**src/rtl/reg_port_arbiter_pkg.sv**
```systemverilog
// Shared definitions for the register-file port arbiter: FSM encoding,
// the hard-wired zero register and the default starvation limit.
package reg_port_arbiter_pkg;

  typedef enum logic [1:0] {
    IDLE      = 2'd0,
    HOST_XFER = 2'd1,
    HOST_DONE = 2'd2
  } arb_state_t;

  localparam logic [4:0]  REG_ZERO             = 5'd0;
  localparam int unsigned STARVE_LIMIT_DEFAULT = 8;

  // Register $0 is hard-wired, so any write aimed at it is dropped.
  function automatic logic write_allowed(input logic we, input logic [4:0] addr);
    return we && (addr != REG_ZERO);
  endfunction

endpackage

```
**src/rtl/reg_port_arbiter_if.sv**
```systemverilog
// Bundle of core writeback, debug host and register-file port signals
// shared between the arbiter and its environment.
interface reg_port_arbiter_if;
  logic        wb_we;
  logic [4:0]  wb_addr;
  logic [31:0] wb_data;
  logic        core_stall;

  logic        host_req;
  logic        host_wr;
  logic [4:0]  host_addr;
  logic [31:0] host_wdata;
  logic        host_ack;
  logic [31:0] host_rdata;

  logic        rf_we;
  logic [4:0]  rf_waddr;
  logic [31:0] rf_wdata;
  logic [4:0]  rf_raddr;
  logic [31:0] rf_rdata;

  modport slave (
    input  wb_we, wb_addr, wb_data, host_req, host_wr, host_addr, host_wdata, rf_rdata,
    output core_stall, host_ack, host_rdata, rf_we, rf_waddr, rf_wdata, rf_raddr
  );

  modport master (
    output wb_we, wb_addr, wb_data, host_req, host_wr, host_addr, host_wdata, rf_rdata,
    input  core_stall, host_ack, host_rdata, rf_we, rf_waddr, rf_wdata, rf_raddr
  );
endinterface

```
**src/rtl/reg_port_arbiter_starve_counter.sv**
```systemverilog
// Saturating count of denied host-request cycles; at_limit forces the
// next host grant over a busy core writeback.
module starve_counter (
  input  logic       clock,
  input  logic       reset,
  input  logic       inc,
  input  logic       clr,
  input  logic [3:0] limit,
  output logic       at_limit
);
  logic [3:0] count;

  always_ff @(posedge clock) begin
    if (reset || clr) begin
      count <= '0;
    end else if (inc && (count != limit)) begin
      count <= count + 4'd1;
    end
  end

  assign at_limit = (count == limit);
endmodule

```
**src/rtl/reg_port_arbiter.sv**
```systemverilog
// Arbitrates the single register-file write/read port between core
// writeback and a debug host peek/poke channel.
module reg_port_arbiter
  import reg_port_arbiter_pkg::*;
#(
  parameter int unsigned STARVE_LIMIT = STARVE_LIMIT_DEFAULT
) (
  input  logic               clock,
  input  logic               reset,
  reg_port_arbiter_if.slave  bus
);
  localparam logic [3:0] LIMIT = 4'(STARVE_LIMIT);

  arb_state_t state;
  logic       grant;
  logic       cnt_inc;
  logic       cnt_clr;
  logic       at_limit;
  logic       mux_we;

  // A forced grant still lets this cycle's core write through.
  always_comb begin
    grant   = (state == IDLE) && bus.host_req && (!bus.wb_we || at_limit);
    cnt_inc = (state == IDLE) && bus.host_req && bus.wb_we && !grant;
    cnt_clr = grant || ((state == IDLE) && !bus.host_req);
  end

  starve_counter u_starve (
    .clock    (clock),
    .reset    (reset),
    .inc      (cnt_inc),
    .clr      (cnt_clr),
    .limit    (LIMIT),
    .at_limit (at_limit)
  );

  always_comb begin
    mux_we       = bus.wb_we;
    bus.rf_waddr = bus.wb_addr;
    bus.rf_wdata = bus.wb_data;
    bus.rf_raddr = bus.host_addr;
    if (state == HOST_XFER) begin
      mux_we       = bus.host_wr;
      bus.rf_waddr = bus.host_addr;
      bus.rf_wdata = bus.host_wdata;
    end
    bus.rf_we = !reset && write_allowed(mux_we, bus.rf_waddr);
  end

  always_ff @(posedge clock) begin
    if (reset) begin
      state          <= IDLE;
      bus.core_stall <= 1'b0;
      bus.host_ack   <= 1'b0;
      bus.host_rdata <= '0;
    end else begin
      case (state)
        IDLE: begin
          if (grant) begin
            state          <= HOST_XFER;
            bus.core_stall <= 1'b1;
          end
        end
        HOST_XFER: begin
          if (!bus.host_wr) begin
            bus.host_rdata <= bus.rf_rdata;
          end
          state          <= HOST_DONE;
          bus.core_stall <= 1'b0;
          bus.host_ack   <= 1'b1;
        end
        HOST_DONE: begin
          state        <= IDLE;
          bus.host_ack <= 1'b0;
        end
        default: begin
          state          <= IDLE;
          bus.core_stall <= 1'b0;
          bus.host_ack   <= 1'b0;
        end
      endcase
    end
  end
endmodule

```
**src/flat_wrapper.sv**
```systemverilog
// flat-port wrapper written by rule: the top's interface ports become plain ports
module reg_port_arbiter_flat import reg_port_arbiter_pkg::*;
#(
  parameter int unsigned STARVE_LIMIT = STARVE_LIMIT_DEFAULT
)
  (clock, reset, bus_wb_we, bus_wb_addr, bus_wb_data, bus_host_req, bus_host_wr, bus_host_addr, bus_host_wdata, bus_rf_rdata, bus_core_stall, bus_host_ack, bus_host_rdata, bus_rf_we, bus_rf_waddr, bus_rf_wdata, bus_rf_raddr);
  reg_port_arbiter_if bus_i ();
  input  logic clock;
  input  logic reset;
  input wire logic [$bits(bus_i.wb_we)-1:0] bus_wb_we;
  input wire logic [$bits(bus_i.wb_addr)-1:0] bus_wb_addr;
  input wire logic [$bits(bus_i.wb_data)-1:0] bus_wb_data;
  input wire logic [$bits(bus_i.host_req)-1:0] bus_host_req;
  input wire logic [$bits(bus_i.host_wr)-1:0] bus_host_wr;
  input wire logic [$bits(bus_i.host_addr)-1:0] bus_host_addr;
  input wire logic [$bits(bus_i.host_wdata)-1:0] bus_host_wdata;
  input wire logic [$bits(bus_i.rf_rdata)-1:0] bus_rf_rdata;
  output wire logic [$bits(bus_i.core_stall)-1:0] bus_core_stall;
  output wire logic [$bits(bus_i.host_ack)-1:0] bus_host_ack;
  output wire logic [$bits(bus_i.host_rdata)-1:0] bus_host_rdata;
  output wire logic [$bits(bus_i.rf_we)-1:0] bus_rf_we;
  output wire logic [$bits(bus_i.rf_waddr)-1:0] bus_rf_waddr;
  output wire logic [$bits(bus_i.rf_wdata)-1:0] bus_rf_wdata;
  output wire logic [$bits(bus_i.rf_raddr)-1:0] bus_rf_raddr;
  assign bus_i.wb_we = bus_wb_we;
  assign bus_i.wb_addr = bus_wb_addr;
  assign bus_i.wb_data = bus_wb_data;
  assign bus_i.host_req = bus_host_req;
  assign bus_i.host_wr = bus_host_wr;
  assign bus_i.host_addr = bus_host_addr;
  assign bus_i.host_wdata = bus_host_wdata;
  assign bus_i.rf_rdata = bus_rf_rdata;
  assign bus_core_stall = bus_i.core_stall;
  assign bus_host_ack = bus_i.host_ack;
  assign bus_host_rdata = bus_i.host_rdata;
  assign bus_rf_we = bus_i.rf_we;
  assign bus_rf_waddr = bus_i.rf_waddr;
  assign bus_rf_wdata = bus_i.rf_wdata;
  assign bus_rf_raddr = bus_i.rf_raddr;
  reg_port_arbiter #(.STARVE_LIMIT(STARVE_LIMIT)) u_core (.clock(clock), .reset(reset), .bus(bus_i));
endmodule
```
**config.mk**
```make
export PLATFORM = sky130hd
export DESIGN_NAME = reg_port_arbiter_flat
export DESIGN_NICKNAME = d
export VERILOG_FILES = /design/src/rtl/reg_port_arbiter_pkg.sv /design/src/rtl/reg_port_arbiter_if.sv /design/src/rtl/reg_port_arbiter_starve_counter.sv /design/src/rtl/reg_port_arbiter.sv /design/src/flat_wrapper.sv
export SDC_FILE = /design/constraint.sdc
export NUM_CORES = 1
export LEC_CHECK = 0
export BUFFER_PORTS_ARGS = -buffer_cell sky130_fd_sc_hd__buf_2
export CAP_MARGIN = 0
export CORE_ASPECT_RATIO = 1.4
export CORE_MARGIN = 2
export CORE_UTILIZATION = 35
export CTS_CLUSTER_DIAMETER = 80
export DETAILED_ROUTE_END_ITERATION = 12
export HOLD_SLACK_MARGIN = 0.03
export PLACE_DENSITY = 0.77
export SLEW_MARGIN = 20
export SYNTH_ARGS = -nofsm -noshare
export SYNTH_HDL_FRONTEND = slang
export SYNTH_SLANG_ARGS = --single-unit
```
**constraint.sdc**
```tcl
create_clock -name clock -period 1.6 [get_ports clock]
set_input_delay 0 -clock clock [delete_from_list [all_inputs] [get_ports clock]]
set_output_delay 0 -clock clock [all_outputs]
set_load 0.1 [all_outputs]
```
==> flow_summary.yaml <==
outcome:
  status: "complete, but fails checks"
  violations: "setup timing"
pwr:
  clkPwrFrac_pct: 21.3
  seqPwrFrac_pct: 31.4
  power_mw: 3.279
  p_sw_mw: 1.335
  vdd_drop_max_v: 0.0006928
  p_per_area_nw_per_um2: 768.0
  p_int_mw: 1.944
  comb_power_share_pct: 47.3
  leakagePower_nw: 2.008
  p_sw_share_pct: 40.71
yosys:
  synthXorXnorAreaFrac_pct: 0
  synth_compound_area_share_pct: 11.50
  synth_simple_gate_area_share_pct: 19.84
  synth_top_area_share_pct: 40.43
  synth.net_count: 347
  syn_inst: 234
  synthAdderAreaFrac_pct: 1.263
  ys_seq_area_share_pct: 40.43
  synth_top_family_by_area: "multiplexers"
  yosysMostFrequentCell: "nand2_1"
  synth_area_leader_cell: "dfxtp_1"
  yosysWarnings: 0
  synth_cell_types: 25
  ys_ff_latch: 40
  syn_avg_cell_area_um2: 8.464
  syn-cell-area_um2: 1981
  synth_edf_count: 0
  synthArstFlopShare_pct: 0
  yosys-top-cells-area: "dfxtp_1 (40%), mux2_2 (21%), nand2_1 (13%)"
  synth-main-ff-cell: "dfxtp_1"
  muxShareOfSynthArea_pct: 21.04
  synth_commonest_cells: "nand2_1 (67), dfxtp_1 (40), mux2_2 (37)"
flow_run:
  maxCapViolCount: 0
cells_and_area:
  final_nets: 569
  fin_cells: 525
  drive_gt1_share_pct: 56.02
  nFillCells: 334
  area_delta_synth_final_pct: 115.5
  fin_util_pct: 77.83
  num_antenna_cells: 0
cts:
  clk_latency_ps: 280
  cts_root_buffer: "clkbuf_8"
  cts_inserted_buffers: 5
  h-tree-depth: 2
  cts_sinks: 40
  cts_tree: "yes"
  path_clk_slew_ps: 80
  clockBufferDepth: 2
sta:
  min_period_ps: 1643
  tightestPinTransition_ps: 623.1
  rsz0062_at_grt: "true"
  slew_headroom_pct: 58.10
  fmax_mhz: 608.8
  setup_ws_ps: -42.65
  finalHoldViolations: 0
  fin_crit_sh_pct: 102.7
  slew_violations: 0
  setup_viol: 20
  skew_ps: 5.980
  tns_ps: -366.1
worst_setup_path:
  reg2reg_slack_ps: 60
  endpoint_kind: "output port"
  critPathLaunchType: "flop"
  crit_fanout: 10
  timing.rr.start: "u_core.state[0]$_SDFFE_PP0P_"
  crit_type: "reg -> out"
  critPathLaunch: "u_core.state[0]$_SDFFE_PP0P_"
  required_ps: 1600
  crit_arrival_ps: 1640
drt:
  dr.pass1.iters: 4
  vias: 2590
  drt_iter0_markers: 52
  drc_errors: 0
  antenna_left: 0
  wirelength_um: 8904
  avgViaCountPerCell: 4.933
  wire_per_inst_um: 16.96
placed_design:
  dp_slack_ps: 44.47
  gp_congestion: 0.7480
  dpl.cell_count: 475
  io_buffers: 187
  dp_hpwl_um: 5069
global_routing:
  grt_max_degree: 33
  grtUsageTotal_pct: 25.45
  antenna_found_initial: 0
  grt_pass1_vias: 2615
  grt_pass1_wl_um: 12200
  overflow: 0
die:
  fp.dieH_um: 93.01
  start_util_pct: 36.11
  io_pins: 188
  die_x_um: 67.58
  rows: 32
  coreArea_um2: 5485
  die_area_um2: 6285
worst_hold_path:
  hold_path.startpoint: "bus_wb_we"
  hp-class: "in -> reg"
-- logic make-up after synthesis --
family	Yosys count
AND/OR/NAND/NOR	88
adder cells (fa/ha/maj)	2
AO/OA/AOI/OAI	43
flip-flops	40
buffers and inverters	24
multiplexers	37
-- routing by layer --
metal,track usage [%],vias up,wire length (um)
met1,26.00,1181,3141
met4,10.03,0,213
met3,5.656,18,813
met5,0,-,0
li1,-,1235,-
met2,47.88,156,4735
-- repair_timing --
action / CTS / global route
hold buffers: 32 / 0
setup buffers: 2 / 2
hold endpoints to repair: 32 / 0
endpoints found under the setup margin: 38 / 39
pin swaps: 0 / 2
gates resized for setup: 119 / 54
cloned: 3 / 3
-- layout make-up --
class	count	area, um2	area share, %
clock inverters	1	7.507	0.1759
flip-flops and latches	40	805.8	18.87
multi-input cells	170	1219	28.55
repair buffers	235	2051	48.04
inverters	4	15.01	0.3517
clock buffers	7	86.33	2.022
well taps	68	85.08	1.993
-- layout by cell type, fill, tap and decap left out, drive strengths merged --
cell	count
buf	200
nand2	67
dfxtp	40
mux2	37
a21oi	36
dlygate4sd3	32
clkbuf	10
inv	4
nand4	4
nor2b	4
or4	3
o21ai	2
and2	2
ha	2
o31ai	2
or3b	2
nor3b	2
o2111ai	1
nand3b	1
nor2	1
nor3	1
nand3	1
a31oi	1
o21a	1
clkinvlp	1
-- worst max-delay path, stage by stage, from the launching register on --
cell and delay, ps:
dfxtp_4 350, nor2b_4 170, buf_4 150, buf_16 140
mux2_2 360, buf_8 180
-- stage by stage --
step	area, um2	hold slack [ps]
after floorplan	1994	136.0
after global placement	3023	239.4
after detailed placement	3023	244.6
after CTS	3958	48.59
after global routing	4269	50.17
final	4269	54.61
-- power by group through the flow --
| stage | Combinational (mW) | Clock (mW) | Sequential [mW] |
|---|---|---|---|
| after floorplan | 0.748 | 0 | 1.19 |
| after global placement | 1.13 | 0 | 1.05 |
| after detailed placement | 1.14 | 0 | 1.05 |
| after CTS | 1.41 | 0.716 | 1.03 |
| after global routing | 1.60 | 0.749 | 1.03 |
| final | 1.55 | 0.698 | 1.03 |
-- flip-flops by register name, summed over array words and instances, names as in the netlist --
register and cells:
u_core.bus.core_stall 1, u_core.bus.host_ack 1, u_core.bus.host_rdata 32, u_core.state 2, u_core.u_starve.count 4
-- worst paths after layout --
kind / end / cells past startpoint
worst max-delay path: bus_rf_wdata[24] / 5
worst min-delay path: u_core.u_starve.count[2]$_SDFFE_PP0P_ / 3
worst max register to register: u_core.u_starve.count[3]$_SDFFE_PP0P_ / 4
worst min register to register: u_core.bus.host_rdata[19]$_SDFFE_PP0P_ / 2
No activity file was read; power rests on OpenSTA's default activity.
